===== config.mk =====
export PLATFORM = sky130hd
export DESIGN_NAME = sound_btn_conditioner_flat
export DESIGN_NICKNAME = d
export VERILOG_FILES = /design/src/rtl/sound_btn_conditioner_pkg.sv /design/src/rtl/sound_btn_conditioner_if.sv /design/src/rtl/btn_debounce_ch.sv /design/src/rtl/sound_btn_conditioner.sv /design/src/flat_wrapper.sv
export SDC_FILE = /design/constraint.sdc
export NUM_CORES = 1
export LEC_CHECK = 0
export CORE_ASPECT_RATIO = 0.75
export CORE_MARGIN = 2
export CORE_UTILIZATION = 50
export CTS_BUF_LIST = sky130_fd_sc_hd__clkbuf_8
export CTS_CLUSTER_SIZE = 24
export DETAILED_ROUTE_END_ITERATION = 10
export PLACE_DENSITY = 0.68
export SETUP_SLACK_MARGIN = 0.2
export SYNTH_ARGS = -nofsm -noshare
export SYNTH_HDL_FRONTEND = slang
export SYNTH_SLANG_ARGS = --single-unit

===== constraint.sdc =====
create_clock -name clk_sys -period 3 [get_ports clk_sys]
set_clock_uncertainty 0.2 [all_clocks]
set_input_delay 0.6 -clock clk_sys [delete_from_list [all_inputs] [get_ports clk_sys]]
set_output_delay 0.6 -clock clk_sys [all_outputs]
set_load 0.03 [all_outputs]

===== src/rtl/sound_btn_conditioner_pkg.sv =====
// sound_btn_pkg: shared channel states and index constants for the button conditioner
package sound_btn_pkg;
    typedef enum logic [1:0] {IDLE_LO, CONFIRM_HI, HELD_HI, CONFIRM_LO} btn_state_t;
    localparam int LOW_BATT_IDX = 8;
    localparam logic [3:0] IDX_NONE = 4'hF;
endpackage


===== src/rtl/sound_btn_conditioner_if.sv =====
// sound_btn_if: raw button inputs and conditioned outputs between the pad side and the sound core
interface sound_btn_if #(parameter int NUM_BTN = 9);
    logic [NUM_BTN-1:0] btn_raw;
    logic [NUM_BTN-1:0] btn_level;
    logic [NUM_BTN-1:0] btn_press;
    logic [NUM_BTN-1:0] btn_release;
    logic [3:0] active_idx;
    logic any_active;
    modport master (
        output btn_raw,
        input  btn_level, btn_press, btn_release, active_idx, any_active
    );
    modport slave (
        input  btn_raw,
        output btn_level, btn_press, btn_release, active_idx, any_active
    );
endinterface


===== src/rtl/btn_debounce_ch.sv =====
// btn_debounce_ch: two-flop synchroniser, debounce FSM and stability counter for one button
module btn_debounce_ch
    import sound_btn_pkg::*;
#(
    parameter int DB_CYCLES = 50000,
    parameter int CNT_W = 16
`ifdef SOUND_BTN_REPEAT_EN
    ,
    parameter int REPEAT_DELAY = 500000,
    parameter int REPEAT_PERIOD = 100000
`endif
) (
    input  logic clk_sys,
    input  logic reset_n,
    input  logic raw,
    output logic level,
    output logic press,
    output logic rel
);
    btn_state_t state_q, state_d;
    logic [1:0] sync_q, sync_d;
    logic [CNT_W-1:0] cnt_q, cnt_d;
    logic press_q, press_d;
    logic rel_q, rel_d;
    logic s, done;
    assign s = sync_q[1];
    assign done = cnt_q == CNT_W'(DB_CYCLES - 1);
    assign sync_d = {sync_q[0], raw};
    assign level = state_q == HELD_HI || state_q == CONFIRM_LO;
    assign press = press_q;
    assign rel = rel_q;
`ifdef SOUND_BTN_REPEAT_EN
    localparam int REP_W = $clog2(REPEAT_DELAY + 1);
    logic [REP_W-1:0] rep_q, rep_d;
    logic rep_hit;
    // after the first repeat the counter reloads so later hits land every REPEAT_PERIOD
    assign rep_hit = state_q == HELD_HI && s && rep_q == REP_W'(REPEAT_DELAY - 1);
    assign rep_d = state_q != HELD_HI ? '0 :
                   rep_q == REP_W'(REPEAT_DELAY - 1) ? REP_W'(REPEAT_DELAY - REPEAT_PERIOD) :
                   rep_q + 1'b1;
    always_ff @(posedge clk_sys or negedge reset_n) begin
        if (!reset_n) rep_q <= '0;
        else rep_q <= rep_d;
    end
`endif
    always_comb begin
        state_d = state_q;
        cnt_d = cnt_q;
        press_d = 1'b0;
        rel_d = 1'b0;
        case (state_q)
            IDLE_LO: if (s) begin
                state_d = CONFIRM_HI;
                cnt_d = '0;
            end
            CONFIRM_HI: if (!s) state_d = IDLE_LO;
                else if (done) begin
                    state_d = HELD_HI;
                    press_d = 1'b1;
                end else cnt_d = cnt_q + 1'b1;
            HELD_HI: if (!s) begin
                state_d = CONFIRM_LO;
                cnt_d = '0;
            end
            CONFIRM_LO: if (s) state_d = HELD_HI;
                else if (done) begin
                    state_d = IDLE_LO;
                    rel_d = 1'b1;
                end else cnt_d = cnt_q + 1'b1;
        endcase
`ifdef SOUND_BTN_REPEAT_EN
        press_d = press_d | rep_hit;
`endif
    end
    always_ff @(posedge clk_sys or negedge reset_n) begin
        if (!reset_n) begin
            state_q <= IDLE_LO;
            sync_q <= '0;
            cnt_q <= '0;
            press_q <= 1'b0;
            rel_q <= 1'b0;
        end else begin
            state_q <= state_d;
            sync_q <= sync_d;
            cnt_q <= cnt_d;
            press_q <= press_d;
            rel_q <= rel_d;
        end
    end
endmodule


===== src/rtl/sound_btn_conditioner.sv =====
// sound_btn_conditioner: debounced button front end for the hk628 sound core; SOUND_BTN_REPEAT_EN adds auto-repeat press pulses
module sound_btn_conditioner
    import sound_btn_pkg::*;
#(
    parameter int NUM_BTN = LOW_BATT_IDX + 1,
    parameter int DB_CYCLES = 50000,
    parameter int CNT_W = 16
`ifdef SOUND_BTN_REPEAT_EN
    ,
    parameter int REPEAT_DELAY = 500000,
    parameter int REPEAT_PERIOD = 100000
`endif
) (
    input logic clk_sys,
    input logic reset_n,
    sound_btn_if.slave bus
);
    logic [NUM_BTN-1:0] level, press, rel;
    logic [3:0] idx_q, idx_d;
    logic any_q, any_d;
    for (genvar g = 0; g < NUM_BTN; g++) begin : g_ch
        btn_debounce_ch #(
            .DB_CYCLES(DB_CYCLES),
            .CNT_W(CNT_W)
`ifdef SOUND_BTN_REPEAT_EN
            ,
            .REPEAT_DELAY(REPEAT_DELAY),
            .REPEAT_PERIOD(REPEAT_PERIOD)
`endif
        ) u_ch (
            .clk_sys(clk_sys),
            .reset_n(reset_n),
            .raw(bus.btn_raw[g]),
            .level(level[g]),
            .press(press[g]),
            .rel(rel[g])
        );
    end
    // descending scan so the lowest set index wins; low-battery is last in line
    always_comb begin
        idx_d = IDX_NONE;
        for (int i = NUM_BTN - 1; i >= 0; i--) if (level[i]) idx_d = 4'(i);
        any_d = |level;
    end
    always_ff @(posedge clk_sys or negedge reset_n) begin
        if (!reset_n) begin
            idx_q <= IDX_NONE;
            any_q <= 1'b0;
        end else begin
            idx_q <= idx_d;
            any_q <= any_d;
        end
    end
    assign bus.btn_level = level;
    assign bus.btn_press = press;
    assign bus.btn_release = rel;
    assign bus.active_idx = idx_q;
    assign bus.any_active = any_q;
endmodule


===== src/flat_wrapper.sv =====
// flat-port wrapper written by rule: the top's interface ports become plain ports
module sound_btn_conditioner_flat import sound_btn_pkg::*;
#(
    parameter int NUM_BTN = LOW_BATT_IDX + 1,
    parameter int DB_CYCLES = 50000,
    parameter int CNT_W = 16

)
  (clk_sys, reset_n, bus_btn_raw, bus_btn_level, bus_btn_press, bus_btn_release, bus_active_idx, bus_any_active);
  sound_btn_if #(.NUM_BTN(NUM_BTN)) bus_i ();
  input logic clk_sys;
  input logic reset_n;
  input wire logic [$bits(bus_i.btn_raw)-1:0] bus_btn_raw;
  output wire logic [$bits(bus_i.btn_level)-1:0] bus_btn_level;
  output wire logic [$bits(bus_i.btn_press)-1:0] bus_btn_press;
  output wire logic [$bits(bus_i.btn_release)-1:0] bus_btn_release;
  output wire logic [$bits(bus_i.active_idx)-1:0] bus_active_idx;
  output wire logic [$bits(bus_i.any_active)-1:0] bus_any_active;
  assign bus_i.btn_raw = bus_btn_raw;
  assign bus_btn_level = bus_i.btn_level;
  assign bus_btn_press = bus_i.btn_press;
  assign bus_btn_release = bus_i.btn_release;
  assign bus_active_idx = bus_i.active_idx;
  assign bus_any_active = bus_i.any_active;
  sound_btn_conditioner #(.NUM_BTN(NUM_BTN), .DB_CYCLES(DB_CYCLES), .CNT_W(CNT_W)) u_core (.clk_sys(clk_sys), .reset_n(reset_n), .bus(bus_i));
endmodule

==> impl_metrics.toml <==
[clock_network]
post_cts_resized = 0
cts_tree = "yes"
path_clk_slew_ns = 0.06
cts-buffers-inserted = 35
clock-root-buffer = "sky130_fd_sc_hd__clkbuf_8"
clock_sink_count = 203
cts_htree_levels = 2
clkLatencyLatePin_ns = 0.51
cts_max_path_buffers = 3

[power_and_ir_drop]
pwr-share-comb_pct = 5.8
total_power_w = 0.00597
max-vdd-ir-drop_mv = 0.401
power_report.internal_total_w = 0.00451
switching_share_pct = 24.5
power_frac_seq_pct = 50.3
p_sw_w = 0.00146
p_leak_nw = 5.00
p_per_area_mw_per_mm2 = 518
share_of_power_burned_in_the_clock_network_pct = 43.9

[final_layout]
antenna_cells = 0
final_nets = 1082
num-fill-cells = 1726
finish.utilization_pct = 57.2
final_cells = 1344
layout-drive-gt1-share_pct = 11.0
area_growth_pct = 12.6

[floorplanning]
die_w_um = 169
die_height_um = 128
floorplan.io_pins = 43
design.die.area_mm2 = 0.0216
rows = 45
core_area_mm2 = 0.0202
initial_utilization_pct = 50.8

[worst_hold_path]
hp-class = "register to register"

[setup_path]
crit_path_cell_trace = "clkdlybuf4s50_1"
cp_num_buf_inv = 1
timing.setup.critical_path_class = "register to output port"
critical_path.max_stage_delay_ns = 0.76
critical_path_required_ns = 2.20
endpoint_kind = "output port"
setup.worst_path.start_class = "register"
worstPathMaxFanout = 8
crit_arrival_ns = 1.84
crit_path_top_delay_cell = "sky130_fd_sc_hd__clkdlybuf4s50_1"
top_cell_family_by_delay_on_the_critical_path = "buffers and inverters"
timing.reg2reg.setup_slack_ns = 0.52

[routing]
drt-vias-per-instance = 5.66
drtAntennaViolNets = 0
routed-via-count = 7608
drt-wirelength-per-cell_um = 15.0
remaining_drc_errors = 0
drt_iter0_markers = 673
drt-pass1-iter-count = 5
detail_route.wirelength_mm = 20.1

[global_route]
via_count_of_the_first_global_routing_pass = 6987
globalRoute.totalOverflow = 0
groute.layer.met3.usage_pct = 3.83
groute.usage.overall_pct = 19.4
wire_length_of_the_first_global_routing_pass_mm = 34.8
pin_count_of_the_biggest_net_entering_global_routing = 72
grt_max_usage_layer = "met1"
antenna_found_initial = 0
globalRouteMet2Util_pct = 26.5
met1_track_utilization_from_global_routing_pct = 30.8

[synthesis]
synthArstFlopShare_pct = 100
yosys_most_used_dff = "sky130_fd_sc_hd__dfrtp_1"
post_synth_num_cell_types = 61
syn-num-nets = 1054
synth_seq_cells = 203
synth_area_mm2 = 0.0102
yosysWarningCount = 0
post_synth.cell_area_avg_um2 = 9.90
share_of_synthesized_area_occupied_by_flip_flops_and_latches_pct = 49.7
postSynthCellCount = 1034
synth-edff-count = 0

[sta]
min_period_ns = 2.64
timing.final.setup_violations = 0
fmax_mhz = 379
hold_ws_ns = 0.146
post-route-period-util_pct = 87.9
finalSetupTns_ns = 0
timing_max_transition_violations_final = 0
slew-limit-headroom_pct = 47.0
rsz0062_at_grt = "no"
slew_at_the_pin_closest_to_its_max_slew_limit_ns = 0.790
endpoints_failing_hold = 0

[placement]
placed_cells = 1282
dp_hpwl_mm = 13.6
port-buffer-count = 42
gp_congestion = 0.831

[flow_run]
max_cap_viol_count = 0

[run_status]
run_status = "finished, final reports clean"
synthesized netlist by cell type, drive strengths merged, types with 3 or more instances:
cell type	n	area, um^2
and4	11	96.3
dfstp	4	105
nand4bb	3	33.8
or3	5	31.3
nor3b	19	143
a21o	4	30.0
or4	12	97.6
nor3	24	120
xnor2	31	272
o31ai	3	22.5
nor2	120	450
buf	31	228
or4b	8	80.1
xor2	56	490
nand4	41	263
a22o	37	324
mux2	23	259
and3	15	93.8
and2	4	25.0
mux2i	5	50.1
ha	9	113
nor4b	5	43.8
or4bb	5	56.3
clkbuf	39	146
o21ai	34	170
nor4	34	246
nor4bb	5	50.1
nand4b	7	61.3
dfrtp	199	4980
nand2	99	372
a21oi	19	95.1
nand3	63	315
a31oi	4	25.0
nand2b	9	56.3
inv	20	75.1
what timing repair did:
| item | in CTS | in global routing |
|---|---|---|
| hold endpoints to repair | 65 | 0 |
| hold buffers | 1 | 0 |
| buffers inserted | 0 | 0 |
cell usage in the layout, fill, tap and decap left out, types with 10 or more instances in the layout:
cell | synthesis | layout
sky130_fd_sc_hd__a21oi_1 | 19 | 19
sky130_fd_sc_hd__a22o_1 | 37 | 37
sky130_fd_sc_hd__and3_1 | 15 | 15
sky130_fd_sc_hd__and4_1 | 11 | 11
sky130_fd_sc_hd__buf_4 | 27 | 16
sky130_fd_sc_hd__clkbuf_8 | 0 | 49
sky130_fd_sc_hd__clkdlybuf4s50_1 | 0 | 41
sky130_fd_sc_hd__dfrtp_1 | 199 | 199
sky130_fd_sc_hd__inv_1 | 20 | 25
sky130_fd_sc_hd__mux2_2 | 22 | 22
sky130_fd_sc_hd__nand2_1 | 99 | 99
sky130_fd_sc_hd__nand3_1 | 63 | 63
sky130_fd_sc_hd__nand4_1 | 40 | 40
sky130_fd_sc_hd__nor2_1 | 120 | 120
sky130_fd_sc_hd__nor3_1 | 24 | 24
sky130_fd_sc_hd__nor3b_1 | 19 | 19
sky130_fd_sc_hd__nor4_1 | 30 | 30
sky130_fd_sc_hd__o21ai_0 | 34 | 34
sky130_fd_sc_hd__or4_1 | 10 | 10
sky130_fd_sc_hd__xnor2_1 | 31 | 31
sky130_fd_sc_hd__xor2_1 | 56 | 56
power groups by stage:
stage                     logic, W  registers (W)  clock network [W]
after floorplan           0.000235        0.00300                  0
after global placement    0.000344        0.00304                  0
after detailed placement  0.000353        0.00304                  0
after CTS                 0.000354        0.00300            0.00271
after global routing      0.000405        0.00302            0.00284
final                     0.000347        0.00300            0.00262
final cells by class:
class | instances | area, um^2 | area share (%)
clock buffers | 48 | 661 | 5.73
flip-flops and latches | 203 | 5080 | 44.1
inverters | 20 | 75.1 | 0.651
clock inverters | 13 | 83.8 | 0.727
multi-input cells | 741 | 4700 | 40.8
well taps | 258 | 323 | 2.80
repair buffers | 61 | 594 | 5.16
routing by layer:
metal	vias up	wire (um)
li1	3752	-
met1	3656	10700
met2	173	8200
met3	27	933
met4	0	340
met5	-	0
through the flow:
| stage | setup WS [ns] | cell area [um^2] |
|---|---|---|
| after floorplan | 0.532 | 10200 |
| after global placement | 0.545 | 10800 |
| after detailed placement | 0.541 | 10800 |
| after CTS | 0.315 | 11500 |
| after global routing | 0.274 | 11500 |
| final | 0.364 | 11500 |
flip-flops by register name, indices dropped and copies added, names as in the netlist, named ones only:
register                  flops
u_core.g_ch.u_ch.state_q      9
u_core.bus.active_idx         4
u_core.g_ch.u_ch.press        9
u_core.bus.any_active         1
u_core.g_ch.u_ch.cnt_q      144
u_core.g_ch.u_ch.rel          9
u_core.g_ch.u_ch.sync_q      18
path summary, 6_finish.rpt:
path                                                  to  depth (start not counted)                     startpoint
max                                     bus_btn_level[5]                          1                       register
min                        u_core.g_ch[6].u_ch.sync_q[1]                          0  u_core.g_ch[6].u_ch.sync_q[0]
max reg2reg                 u_core.g_ch[8].u_ch.cnt_q[3]                          5  u_core.g_ch[8].u_ch.cnt_q[13]
min reg2reg                u_core.g_ch[6].u_ch.sync_q[1]                          0  u_core.g_ch[6].u_ch.sync_q[0]
max in group asynchronous       u_core.bus.active_idx[2]                          3                        reset_n
min in group asynchronous   u_core.g_ch[6].u_ch.cnt_q[6]                          2                        reset_n
kinds of logic (layout without fill, tap and decap cells):
kind of cell               after synthesis  count (layout)  share of synthesized area, %
adders and majority gates                9               9                          1.10
buffers and inverters                   90             142                          4.39
AOI/OAI and AO/OA                      117             117                          7.77
and+or+nand+nor                        500             500                          26.6
muxes                                   28              28                          3.02
xor gates and xnor gates                87              87                          7.44
DFF                                    203             203                          49.7
Note: power is estimated with default switching activity, not from simulation.
